$ cat src/rtl/bringup_pkg.sv
// Shared bring-up definitions for snapshot_streamer and related debug blocks.
// Contents:
//   DefaultHeader  - default frame start byte
//   stream_state_e - two-state streamer FSM encoding
//   nbytes()       - number of whole bytes needed to hold a vector of given width
package bringup_pkg;

   localparam logic [7:0] DefaultHeader = 8'hF0;

   typedef enum logic {
      StIdle,
      StSend
   } stream_state_e;

   function automatic int unsigned nbytes(input int unsigned width);
      return (width + 32'd7) / 32'd8;
   endfunction

endpackage

$ cat src/rtl/snapshot_xor8.sv
// Byte-wide XOR accumulator used to build the snapshot trailer checksum.
// Ports:
//   clk_i  - clock (rising edge)
//   rst_i  - synchronous active-high reset
//   clr_i  - restart accumulation at zero (wins over en_i)
//   en_i   - fold data_i into the accumulator
//   data_i - byte to fold in
//   acc_o  - current accumulator value
module snapshot_xor8 (
   input  logic       clk_i,
   input  logic       rst_i,
   input  logic       clr_i,
   input  logic       en_i,
   input  logic [7:0] data_i,
   output logic [7:0] acc_o
);

   logic [7:0] acc_q, acc_d;

   always_comb begin
      acc_d = acc_q;
      if (clr_i) begin
         acc_d = 8'h00;
      end else if (en_i) begin
         acc_d = acc_q ^ data_i;
      end
   end

   always_ff @(posedge clk_i) begin
      if (rst_i) begin
         acc_q <= 8'h00;
      end else begin
         acc_q <= acc_d;
      end
   end

   assign acc_o = acc_q;

endmodule

$ cat src/rtl/snapshot_streamer.sv
// Captures a WIDTH-bit state vector on a pulse and streams it out as a byte frame:
// HEADER, then ceil(WIDTH/8) data bytes LSB-first (pad bits zero).
// Optional: define SNAPSHOT_STREAMER_CHECKSUM_EN to append an XOR trailer byte over
// the data bytes.
// Ports:
//   clock     - sole clock, rising edge
//   reset     - synchronous active-high reset
//   pulse_i   - capture request
//   state_i   - vector sampled on an accepted pulse
//   write_o   - data_o valid
//   data_o    - current frame byte (0 when idle)
//   hold_i    - sink backpressure; byte not consumed while high
//   busy_o    - frame in progress (same as write_o)
//   dropped_o - pulses ignored while busy, saturating at 255
module snapshot_streamer
   import bringup_pkg::*;
#(
   parameter int unsigned WIDTH     = 176,
   parameter logic [7:0]  HEADER    = DefaultHeader,
   parameter bit          ON_CHANGE = 1'b0
) (
   input  logic             clock,
   input  logic             reset,
   input  logic             pulse_i,
   input  logic [WIDTH-1:0] state_i,
   output logic             write_o,
   output logic [7:0]       data_o,
   input  logic             hold_i,
   output logic             busy_o,
   output logic [7:0]       dropped_o
);

   localparam int unsigned NBytes = nbytes(WIDTH);
   localparam int unsigned PadW   = NBytes * 8;
`ifdef SNAPSHOT_STREAMER_CHECKSUM_EN
   localparam int unsigned FrameLen = NBytes + 2;
`else
   localparam int unsigned FrameLen = NBytes + 1;
`endif
   localparam int unsigned    CntW    = (FrameLen > 1) ? $clog2(FrameLen) : 1;
   localparam logic [CntW-1:0] LastIdx = CntW'(FrameLen - 1);

   stream_state_e    state_q, state_d;
   logic [CntW-1:0]  idx_q, idx_d;
   logic [PadW-1:0]  snap_q, snap_d;
   logic [WIDTH-1:0] last_q, last_d;
   logic             last_valid_q, last_valid_d;
   logic [7:0]       dropped_q, dropped_d;

   logic consume, last_consume, skip, can_accept, accept, drop;
   logic [7:0] snap_byte;

   always_comb begin
      consume      = (state_q == StSend) && !hold_i;
      last_consume = consume && (idx_q == LastIdx);
      // Unchanged snapshots are silently discarded: no frame and no drop count.
      skip         = ON_CHANGE && last_valid_q && (state_i == last_q);
      // The final byte's consume cycle also accepts, giving back-to-back frames.
      can_accept   = (state_q == StIdle) || last_consume;
      accept       = pulse_i && can_accept && !skip;
      drop         = pulse_i && !can_accept && !skip;
   end

   always_comb begin
      state_d      = state_q;
      idx_d        = idx_q;
      snap_d       = snap_q;
      last_d       = last_q;
      last_valid_d = last_valid_q;
      dropped_d    = dropped_q;

      if (accept) begin
         state_d      = StSend;
         idx_d        = '0;
         snap_d       = PadW'(state_i);
         last_d       = state_i;
         last_valid_d = 1'b1;
      end else if (last_consume) begin
         state_d = StIdle;
         idx_d   = '0;
      end else if (consume) begin
         idx_d = idx_q + 1'b1;
      end

      if (drop && (dropped_q != 8'hFF)) begin
         dropped_d = dropped_q + 8'd1;
      end
   end

   always_ff @(posedge clock) begin
      if (reset) begin
         state_q      <= StIdle;
         idx_q        <= '0;
         snap_q       <= '0;
         last_q       <= '0;
         last_valid_q <= 1'b0;
         dropped_q    <= 8'h00;
      end else begin
         state_q      <= state_d;
         idx_q        <= idx_d;
         snap_q       <= snap_d;
         last_q       <= last_d;
         last_valid_q <= last_valid_d;
         dropped_q    <= dropped_d;
      end
   end

   // Frame index 1..NBytes maps to snapshot byte 0..NBytes-1.
   always_comb begin
      snap_byte = 8'h00;
      for (int unsigned b = 0; b < NBytes; b++) begin
         if (idx_q == CntW'(b + 1)) begin
            snap_byte = snap_q[b*8 +: 8];
         end
      end
   end

`ifdef SNAPSHOT_STREAMER_CHECKSUM_EN
   logic       csum_en;
   logic [7:0] csum;

   // Fold each data byte as it leaves; header and trailer are excluded.
   assign csum_en = consume && (idx_q != '0) && (idx_q != LastIdx);

   snapshot_xor8 u_xor (
      .clk_i  (clock),
      .rst_i  (reset),
      .clr_i  (accept),
      .en_i   (csum_en),
      .data_i (snap_byte),
      .acc_o  (csum)
   );
`endif

   always_comb begin
      data_o = 8'h00;
      if (state_q == StSend) begin
         if (idx_q == '0) begin
            data_o = HEADER;
`ifdef SNAPSHOT_STREAMER_CHECKSUM_EN
         end else if (idx_q == LastIdx) begin
            data_o = csum;
`endif
         end else begin
            data_o = snap_byte;
         end
      end
   end

   assign write_o   = (state_q == StSend);
   assign busy_o    = write_o;
   assign dropped_o = dropped_q;

endmodule
$ cat config.mk
export PLATFORM = sky130hd
export DESIGN_NAME = snapshot_streamer
export DESIGN_NICKNAME = d
export VERILOG_FILES = /design/src/rtl/bringup_pkg.sv /design/src/rtl/snapshot_xor8.sv /design/src/rtl/snapshot_streamer.sv
export SDC_FILE = /design/constraint.sdc
export NUM_CORES = 1
export LEC_CHECK = 0
export ABC_AREA = 1
export BUFFER_PORTS_ARGS = -buffer_cell sky130_fd_sc_hd__buf_4
export CELL_PAD_IN_SITES_DETAIL_PLACEMENT = 1
export CELL_PAD_IN_SITES_GLOBAL_PLACEMENT = 2
export CORE_ASPECT_RATIO = 2
export CORE_MARGIN = 1
export CORE_UTILIZATION = 26
export CTS_CLUSTER_SIZE = 24
export DETAILED_ROUTE_END_ITERATION = 10
export GPL_TIMING_DRIVEN = 0
export HOLD_SLACK_MARGIN = 0.03
export PLACE_DENSITY_LB_ADDON = 0.1
export SKIP_LAST_GASP = 1
export SYNTH_ARGS = -nofsm -noshare
export SYNTH_HDL_FRONTEND = slang
export SYNTH_SLANG_ARGS = --single-unit
$ cat constraint.sdc
create_clock -name clock -period 2.1 [get_ports clock]
set_input_delay 0.105 -clock clock [delete_from_list [all_inputs] [get_ports clock]]
set_output_delay 0.105 -clock clock [all_outputs]
set_load 0.005 [all_outputs]
==> results by group <==
Status
  – Outcome: finished with violations
  – Violated checks: setup timing

Logic synthesis
  – Simple-gate area share of the yosys netlist: 33.8%
  – Post-synthesis cell type count: 32
  – Commonest cells in the netlist: nor2_1, nand2_1, o21ai_0
  – EDFF count, synth: 0
  – Seq/Total Area, Yosys: 42.7%
  – XOR/XNOR share of the synthesized area: 0.295%
  – Adder-Cell Fraction of Synth Area: 0.843%
  – Mapped Area: 8900 µm²
  – Post-Synthesis Net Count: 1562
  – Count leader, synth: nor2_1
  – Mean post-synth cell area: 6.47 µm²
  – Synth top area share: 42.7%
  – Main flop type after synthesis: dfxtp_1
  – Top cells by area, synth: dfxtp_1, nor2_1, o21ai_0, nand2_1, inv_1
  – Largest family of logic cells by synthesized area: simple AND/OR/NAND/NOR gates
  – Cell type with the largest total area after synthesis: dfxtp_1
  – FFs w/ async S/R, synth: 0%
  – Compound-Gate Fraction of Synth Area: 14.1%
  – Post-synthesis mux area share: 0%
  – Synth warnings: 0
  – Gate Count Post-Synth: 1376
  – Yosys reg bits: 190

Critical path
  – CP max stage delay: 0.39 ns
  – WP data arrival: 3.42 ns
  – CP bufs+invs: 3
  – Most frequent CP cell: nand2_2
  – Worst Path Max Fanout: 7
  – Reg2reg path depth: 14
  – Req. time, crit path: 2.00 ns
  – CP Depth: 27
  – Startpoint Class: register
  – Worst path slowest cell: dfxtp_4
  – Critical path endpoint category: output port
  – CP delay by family, top: simple AND/OR/NAND/NOR gates
  – Setup CP Type: register to output port

Drt
  – DR iter-0 viols: 270
  – Wire per inst: 17.3 µm
  – DR WL met2: 24200 µm
  – # DRC: 0
  – ANT nets after route: 0
  – Via count: 10137
  – WL met3: 724 µm
  – Drt first pass iters: 4
  – Via density: 4.49
  – Met1 WL: 13100 µm
  – Highest Signal Layer: met4
  – Drt total wl: 39000 µm

Clock tree
  – Clk buf depth: 2
  – Clk_lat worst skew: 0.46 ns
  – H-tree depth: 4
  – CTS tree: yes
  – Clock sinks: 190
  – Clk slew on worst S/H paths: 0.08 ns
  – Num CTS Buffers: 17
  – Clk root buf: clkbuf_16

Hold path
  – Worst Hold Path Cells: 6
  – Worst hold path class: input pin to register

Placed design
  – Post-DP HPWL: 27400 µm
  – Number of port buffers: 197
  – Area post-placement: 11000 µm²
  – RePlAce Congestion: 0.810
  – # placed instances: 2009

Finish
  – Final core occ: 44.9%
  – Fillers: 4147
  – FF/Latch Area: 3810 µm²
  – Syn-to-layout area delta: 69.7%
  – Multi-input logic area: 5040 µm²
  – Antenna diodes: 0
  – Fin nets: 1997
  – Final instance area: 15100 µm²
  – Layout cells sized above 1: 28.9%
  – Final Non-Filler Cells: 2260

Power
  – PwrDens: 601 nW/µm²
  – Leak: 6.88 nW
  – Total design power: 9.08 mW
  – IR drop worst, VDD: 0.594 mV

GRT
  – Initial antenna violation count: 0
  – Vias in the first global route: 11055
  – Global Route Usage Sum: 21.6%
  – Total gr overflow: 0
  – First-pass GRT wire length: 57800 µm
  – Pin count of the biggest net entering global routing: 17

Floorplanning
  – Die area: 35000 µm²
  – Row count: 95
  – Die height: 264 µm
  – Starting Density: 26.5%
  – Die Wd: 133 µm
  – Ports: 198
  – Core Region: 33600 µm²

Timing
  – Final setup vio count: 10
  – RSZ-0062 raised after global routing: true
  – Final period util: 168%
  – Hold WS: 0.380 ns
  – Max Slew Vio Count: 0
  – Min Tclk post-route: 3.52 ns
  – FMAX: 0.284 GHz
  – Tightest Pin Transition: 0.763 ns
  – Max Clock Skew: 0.0103 ns
  – Slew HR: 48.8%
  – Worst Setup Slack, final: -1.42 ns
  – Hold Vio Cnt, Final: 0

Run
  – MaxCap Viol Count: 0
## layout make-up
type	instances	share of cell area, %
Multi-Input combinational cell	998	33.4
Timing Repair Buffer	417	26.4
Sequential cell	190	25.3
Buffer	73	4.41
Tap cell	436	3.61
Inverter	114	2.96
Clock buffer	20	2.96
Clock inverter	12	1.04
## metrics by stage
step	setup slack [ns]	TNS, ns
finish	-1.42	-10.53
CTS	-1.41	-12.40
floorplan	-0.104	-0.598
global placement	-1.20	-188.12
global route	-1.61	-19.07
detailed placement	-1.19	-191.19
## state kept, by name, summed over array words and instances, names as in the netlist
register   flops
snap_q       176
dropped_o      8
idx_q          5
busy_o         1
## layout by cell type (no fill, tap or decap), drive strengths merged
cell | netlist | routed
a21oi | 23 | 23
a31oi | 1 | 1
a41oi | 1 | 1
buf | 14 | 262
bufinv | 0 | 3
clkbuf | 60 | 69
clkinv | 2 | 4
clkinvlp | 0 | 4
dfxtp | 190 | 190
dlygate4sd3 | 0 | 179
ha | 6 | 6
inv | 112 | 115
nand2 | 254 | 254
nand3 | 66 | 66
nand4 | 1 | 1
nor2 | 384 | 384
nor3 | 6 | 6
nor4 | 1 | 1
o211ai | 1 | 1
o21ai | 220 | 220
o21bai | 2 | 2
or2 | 29 | 29
xor2 | 3 | 3
## what timing repair did
| action | 4_1_cts | 5_1_grt |
|---|---|---|
| hold buffers | 179 | 0 |
| buffers inserted | 7 | 12 |
| pin swaps | 34 | 96 |
| setup endpoints to repair | 193 | 192 |
| gates cloned | 0 | 22 |
| resized for setup | 191 | 166 |
| endpoints found under the hold margin | 183 | 0 |
## where the power goes
| group | switching (mW) | total [mW] | internal [mW] |
|---|---|---|---|
| Clock | 1.56 | 3.47 | 1.92 |
| Combinational | 0.701 | 1.58 | 0.883 |
| Sequential | 0.157 | 4.03 | 3.87 |
## routing by layer
metal	vias up	GRT usage, %
met4	0	8.82
met1	4753	19.2
li1	5183	-
met2	154	46.5
met3	47	2.71
met5	-	0
## cell families after synthesis
group / count (synthesis)
adders and majority gates: 6
DFF: 190
buffers and inverters: 188
xor gates and xnor gates: 3
and+or+nand+nor: 741
AOI/OAI and AO/OA: 248
## worst min-delay path: cells and delay by family
| kind | cells | cell delay, ns |
|---|---|---|
| buffers and inverters | 2 | 0.28 |
| AOI/OAI and AO/OA | 2 | 0.21 |
| and+or+nand+nor | 2 | 0.20 |
## worst paths after layout
check                   start            to  slack [ns]
setup / recovery     idx_q[0]     data_o[3]       -1.42
hold / removal        pulse_i  dropped_o[1]        0.38
setup reg to reg     idx_q[0]    snap_q[15]       -0.01
hold reg to reg   snap_q[163]   snap_q[163]        0.47
Note: power is estimated with default switching activity, not from simulation.
